<file path="src/rtl/hlcp_pkg.sv">
// Shared constants and FSM encoding for the HLCP clock generator.
package hlcp_pkg;
  localparam int HLCP_CNT_W = 8;

  typedef enum logic {
    IDLE = 1'b0,
    RUN  = 1'b1
  } state_t;
endpackage

</file>
<file path="src/rtl/hlcp_clkgen.sv">
// Integer-period clock generator: divided clock level plus rising/falling strobes,
// with a shadowed ratio that only changes at period boundaries.
module hlcp_clkgen
  import hlcp_pkg::*;
#(
  parameter int CNT_W = HLCP_CNT_W
) (
  input  logic             sys_clk,
  input  logic             sys_resetb,
  input  logic [CNT_W-1:0] div_ratio,
  input  logic             core_en,
  input  logic             sync_clr,
  output logic             div_clk,
  output logic             clk_r,
  output logic             clk_f,
  output logic             upd_ack,
  output logic             running
);

  state_t             state_q, state_d;
  logic [CNT_W-1:0]   c_q, c_d;
  logic [CNT_W-1:0]   shadow_q, shadow_d;
  logic               div_clk_q, div_clk_d;
  logic               clk_r_q, clk_r_d;
  logic               clk_f_q, clk_f_d;
  logic               upd_ack_q, upd_ack_d;
  logic               running_q, running_d;

  // One extra bit so an all-ones ratio yields a period of 2^CNT_W.
  logic [CNT_W:0]     ps, h, c_ext, c_inc;

  always_comb begin
    ps    = {1'b0, shadow_q} + 1'b1;
    h     = (ps + 1'b1) >> 1;
    c_ext = {1'b0, c_q};
    c_inc = c_ext + 1'b1;
  end

  always_comb begin
    state_d   = state_q;
    c_d       = c_q;
    shadow_d  = shadow_q;
    div_clk_d = 1'b0;
    clk_r_d   = 1'b0;
    clk_f_d   = 1'b0;
    upd_ack_d = 1'b0;
    running_d = 1'b0;
    case (state_q)
      IDLE: begin
        shadow_d = div_ratio;
        c_d      = '0;
        if (core_en) begin
          state_d   = RUN;
          clk_r_d   = 1'b1;
          div_clk_d = 1'b1;
          running_d = 1'b1;
        end
      end
      RUN: begin
        if (!core_en) begin
          state_d = IDLE;
          c_d     = '0;
        end else begin
          running_d = 1'b1;
          if (sync_clr || (c_inc == ps)) begin
            // Boundary: the new period's first cycle is always high with clk_r.
            c_d       = '0;
            shadow_d  = div_ratio;
            clk_r_d   = 1'b1;
            div_clk_d = 1'b1;
            upd_ack_d = (div_ratio != shadow_q);
          end else begin
            c_d       = c_q + 1'b1;
            clk_f_d   = (c_inc == h);
            div_clk_d = (c_inc < h);
          end
        end
      end
      default: state_d = IDLE;
    endcase
  end

  always_ff @(posedge sys_clk) begin
    if (!sys_resetb) begin
      state_q   <= IDLE;
      c_q       <= '0;
      shadow_q  <= '0;
      div_clk_q <= 1'b0;
      clk_r_q   <= 1'b0;
      clk_f_q   <= 1'b0;
      upd_ack_q <= 1'b0;
      running_q <= 1'b0;
    end else begin
      state_q   <= state_d;
      c_q       <= c_d;
      shadow_q  <= shadow_d;
      div_clk_q <= div_clk_d;
      clk_r_q   <= clk_r_d;
      clk_f_q   <= clk_f_d;
      upd_ack_q <= upd_ack_d;
      running_q <= running_d;
    end
  end

  assign div_clk = div_clk_q;
  assign clk_r   = clk_r_q;
  assign clk_f   = clk_f_q;
  assign upd_ack = upd_ack_q;
  assign running = running_q;

endmodule

</file>
<file path="config.mk">
export PLATFORM = sky130hd
export DESIGN_NAME = hlcp_clkgen
export DESIGN_NICKNAME = d
export VERILOG_FILES = /design/src/rtl/hlcp_pkg.sv /design/src/rtl/hlcp_clkgen.sv
export SDC_FILE = /design/constraint.sdc
export NUM_CORES = 1
export LEC_CHECK = 0
export CAP_MARGIN = 20
export CORE_MARGIN = 2
export CORE_UTILIZATION = 56
export DETAILED_ROUTE_END_ITERATION = 7
export PLACE_DENSITY = 0.91
export SYNTH_ARGS = -nofsm -noshare
export SYNTH_HDL_FRONTEND = slang
export SYNTH_SLANG_ARGS = --single-unit
</file>
<file path="constraint.sdc">
create_clock -name sys_clk -period 3.1 [get_ports sys_clk]
set_input_delay 0.62 -clock sys_clk [delete_from_list [all_inputs] [get_ports sys_clk]]
set_output_delay 0.62 -clock sys_clk [all_outputs]
set_load 0.05 [all_outputs]
</file>
-- Yosys cells after proc, flatten, opt, wreduce, memory -nomap -nowiden
Index checks and enable logic that the tools add are counted.
W data, S select, Z words.
- output and inout port bits: 5
- word-level logic and storage cells: 37
- bits in registers: 21
- input bits: 12
- eq/ne operators: 5
- $lt $le $gt $ge: 1
- bitwise logic cells: 3
- muxes and demuxes: 13
- reduce and logical (&&, ||, !) cells: 4
- $add $sub $neg: 4
- operators with widths (kind ; count):
    $mux W8 ; 4
    $pmux W8 S2 ; 2
    $add A8 B1 Y9 const B ; 2
    $add A9 B1 Y9 const B ; 1
    $eq A9 B8 Y1 ; 1
    $eq A9 B9 Y1 ; 1
    $lt A9 B8 Y1 ; 1
    $add A8 B1 Y8 const B ; 1
    $ne A8 B8 Y1 ; 1
    $mux W1 ; 5
    $pmux W1 S2 ; 2
    $reduce_and A4 Y1 ; 1
    $reduce_or A4 Y1 ; 1
    $not A1 Y1 ; 3
    $ne A2 B1 Y1 const B ; 1
    $ne A2 B2 Y1 const B ; 1
    $reduce_and A2 Y1 ; 1
    $logic_or A1 B1 Y1 ; 1

-- Longest topological paths before layout
- depth after elaboration: 6
- depth in mapped cells: 13
- depth with buffers taken out: 12

-- Worst setup path after synthesis
OpenSTA, ideal clock, no wires.
- path kind: register -> register
- start: reg shadow_q[1]
- end: reg c_q[5]
- setup time: 134 ps
- path slack: 593 ps
- path buffers: 1
- required time: 2966 ps
- period minus slack after synthesis: 2507 ps
- arrival: 2372 ps
- cell stages (with the launch flop): 10
- cells stage by stage: dfxtp_1 ha_1 nand3_1 xor2_1 xor2_1 or4_4 o41ai_4 or3_1 buf_4 a21oi_1
- longest elaborated chain between the ends: 6
- RTL lines (what ; line ; RTL):
    start: declaration ; hlcp_clkgen.sv:22 ; logic [CNT_W-1:0] shadow_q, shadow_d;
    start signal: assignment ; hlcp_clkgen.sv:96 ; shadow_q <= shadow_d;
    $add A8 B1 Y9 ; hlcp_clkgen.sv:33 ; ps = {1'b0, shadow_q} + 1'b1;
    $eq A9 B9 Y1 ; hlcp_clkgen.sv:65 ; if (sync_clr || (c_inc == ps)) begin
    $logic_or A1 B1 Y1 ; hlcp_clkgen.sv:65 ;
    $mux W8 ; hlcp_clkgen.sv:65 ;
    $mux W8 ; hlcp_clkgen.sv:60 ; if (!core_en) begin
    $pmux W8 S2 ; hlcp_clkgen.sv:48 ; case (state_q)
    end signal: assignment ; hlcp_clkgen.sv:86 ; c_q <= '0;
    end signal: assignment ; hlcp_clkgen.sv:95 ; c_q <= c_d;
    end: declaration ; hlcp_clkgen.sv:21 ; logic [CNT_W-1:0] c_q, c_d;
Every way passes these cells.
A chain may end at the register's enable or synchronous reset.

-- Final worst setup path
- start: reg shadow_q[0]
- end: reg div_clk_q, in the netlist div_clk
- longest elaborated chain between the ends: 6
- elaborated cells on any way between the ends: 8
- those cells by class: 2 x add/sub; 1 x order compare; 1 x eq/ne; 3 x mux; 1 x reduce/logical
- RTL lines (what ; line ; RTL):
    $add A8 B1 Y9 * ; hlcp_clkgen.sv:33 ;
    $add A9 B1 Y9 or $eq A9 B9 Y1 (tied branches) ; hlcp_clkgen.sv:34, hlcp_clkgen.sv:65 ;
    $lt A9 B8 Y1 or $logic_or A1 B1 Y1 (tied branches) ; hlcp_clkgen.sv:75, hlcp_clkgen.sv:65 ;
    $mux W1 * ; hlcp_clkgen.sv:65 ;
    $mux W1 * ; hlcp_clkgen.sv:60 ;
    $pmux W1 S2 * ; hlcp_clkgen.sv:48 ;
    end signal: assignment ; hlcp_clkgen.sv:97 ; div_clk_q <= div_clk_d;
    end: declaration ; hlcp_clkgen.sv:23 ; logic div_clk_q, div_clk_d;
Every way passes the cells marked *; elsewhere a longest branch is shown, timed or not.

==> summary.md <==
| Metric | Value |
|---|---|
| Synth unique cells | `34` |
| Clock Skews | `0.00966 ns` |
| DRT iter0 DRCs | `39` |
| Multi-input gate area | `987 um^2` |
| Total global routing overflow | `0` |
| CP cell instances | `ha_1 -> xor2_1 -> nor3b_1 -> a21oi_1 -> xor2_1 -> ha_1 -> o21ai_0 -> nand2b_1 -> a21oi_1 -> o21ai_0 -> a31o_2 -> a21oi_1` |
| YS warnings | `0` |
| Dpl hpwl | `2.74 mm` |
| TritonRoute pass-1 iters | `4` |
| Maximum root-to-sink buffer count | `2` |
| Root Driver | `clkbuf_4` |
| Initial antenna violation count | `0` |
| Syn_area_per_cell | `8.63 um^2` |
| EDFF count, synth | `0` |
| Slew Viols, Final | `0` |
| Max incr delay on CP | `0.53 ns` |
| Hold_buf cts | `0` |
| Slew HR | `59.1%` |
| Most used flip-flop cell after synthesis | `dfxtp_1` |
| First-pass GRT wire length | `5.89 mm` |
| # nets final | `217` |
| Startpoint types | `register` |
| Reg area | `420 um^2` |
| Tightest Pin Transition | `0.608 ns` |
| Static Leak | `0.704 nW` |
| Vias | `1300` |
| Buf+Inv Stages, Crit Path | `0` |
| GRT Overall Usage | `23.3%` |
| Largest net degree at the start of global routing | `18` |
| # DRC | `0` |
| Syn_nets | `199` |
| Ports | `17` |
| Dominant cells by area after synthesis | `dfxtp_1, ha_1, xor2_1` |
| Fin crit share | `93.9%` |
| Placement row count | `18` |
| RSZ-0062 raised after global routing | `false` |
| Clk sinks | `21` |
| Port Buffers | `16` |
| CP Data Required Time | `3.34 ns` |
| H-tree depth | `1` |
| CTS buffer count | `3` |
| Vias per cell | `5.86` |
| Fill count | `192` |
| Routed WL | `3.45 mm` |
| Crit path DAT | `3.15 ns` |
| Area leader, netlist | `dfxtp_1` |
| Worst Path Max Fanout | `9` |
| Slowest cell on crit path | `dfxtp_1` |
| Max_cap viols | `0` |
| Area of the die | `3130 um^2` |
| Post-synth top area share | `27.8%` |
| GP Congestion | `0.902` |
| CTS tree | `yes` |
| Final setup violating endpoints | `0` |
| Post-Place Cell Area | `1670 um^2` |
| Register area share after synthesis | `27.8%` |
| Post-layout min period | `2.91 ns` |
| Status | `finished, final reports clean` |
| Tightest Hold Check Type | `register to register` |
| Post-Syn Area | `1510 um^2` |
| Final setup TNS | `0 ns` |
| Area Growth Syn to Fin | `12.6%` |
| Core Area | `2520 um^2` |
| Initial Util | `59.9%` |
| Cell mode on critical path | `a21oi_1` |
| Die Width | `55.9 um` |
| Pwr per Cell Area | `330 nW/um^2` |
| Post-route ant nets | `0` |
| DR WL/cell | `15.6 um` |
| FMAX | `343 MHz` |
| Largest delay share family, worst path | `compound AO/OA/AOI/OAI gates` |
| Worst skew pair latency | `0.30 ns` |
| Max rail drop VDD | `338 uV` |
| Synthesis-stage register bit count | `21` |
| Post-Syn Instances | `175` |
| Fraction of layout cells with a size suffix above 1 | `8.33%` |
| Worst hold slack | `0.517 ns` |
| Final Cell Area | `1700 um^2` |
| Antenna Cells | `0` |
| Clock slew at reported path FFs | `0.12 ns` |
| Die height | `55.9 um` |
| Vias in the first global route | `1311` |
| Worst Path Class, Setup | `register to register` |
| Hold Fails Final Rpt | `0` |
| Worst setup EP type | `register` |
| Asr flop ratio synth | `0%` |
[power by group]
part / internal [mW] / switching (mW) / leakage [nW]
sequential: 0.280 / 0.0162 / 0.172
clock: 0.0481 / 0.0804 / 0.0177
combinational: 0.0645 / 0.0722 / 0.514
total: 0.392 / 0.169 / 0.704
[logic make-up after synthesis]
family,share of synthesized area (%)
buf+inv,7.29
mux,5.30
fa+ha+maj,9.94
flops,27.8
xor+xnor,18.0
compound gates,8.62
simple gates,23.0
[state kept, by name, summed over array words and instances (netlist names)]
register and count:
c_q 8, shadow_q 8, clk_f 1, clk_r 1, div_clk 1, running 1, upd_ack 1
[cells in the mapped netlist, drive strengths merged, types with 2 or more instances]
cell type	number
ha	12
o21ai	4
nor3	2
buf	4
nand2	29
dfxtp	21
inv	12
a21oi	9
clkbuf	2
and3	2
nand3	5
mux2i	8
xnor2	15
nor2	11
or3	3
xor2	16
nand4	7
and4	3
[routing by layer]
layer	up-vias	global-route usage, %	part of all wire, %
met3	22	4.42	5.7
met2	63	40.8	49
met1	590	27.4	41
li1	625	-	-
met5	-	0	0
met4	0	10.9	4.6
[final cells by class]
class,instances,share of cell area [%]
multi-input cells,136,58.1
flip-flops and latches,21,24.7
repair buffers,19,10.7
inverters,12,2.65
well taps,30,2.21
clock buffers,3,1.32
clock inverters,1,0.294
[path summary, 6_finish.rpt]
check	from	end	slack, ns	depth (start not counted)
min	running$_SDFF_PN0_	upd_ack$_SDFF_PN0_	0.52	1
max	shadow_q[0]$_SDFFE_PN0P_	div_clk$_SDFF_PN0_	0.19	12
max reg2reg	shadow_q[0]$_SDFFE_PN0P_	div_clk$_SDFF_PN0_	0.19	12
min reg2reg	running$_SDFF_PN0_	upd_ack$_SDFF_PN0_	0.52	1
[repair_timing]
action | 4_1_cts | 5_1_grt
setup endpoints to repair | 0 | 3
resized for setup | 0 | 1
buffers inserted | 0 | 0
[stage by stage]
step / power [mW] / cells / utilization [%] / worst slack (ns)
2_1_floorplan: 0.399 / 175 / - / 0.593
3_3_place_gp: 0.428 / 218 / 66.0 / 0.380
3_5_place_dp: 0.435 / 218 / 66.0 / 0.276
4_1_cts: 0.562 / 222 / 67.1 / 0.239
5_1_grt: 0.587 / 222 / 67.4 / 0.0150
6_report: 0.561 / 222 / 67.4 / 0.188
[placed cells by master, fill, tap and decap left out, types with 2 or more instances in the layout]
master,synthesis,layout
and4_1,2,2
ha_1,12,12
mux2i_1,8,8
xnor2_1,15,15
nand4_1,7,7
buf_4,2,3
a21oi_1,8,8
or3_1,2,2
nand3_1,4,4
nand2_1,29,29
nor3_1,2,2
nor2_1,11,11
clkdlybuf4s50_1,0,16
inv_1,12,12
dfxtp_1,21,21
xor2_1,16,15
clkbuf_4,0,3
o21ai_0,4,4
Power figures use the tool's default switching activity.
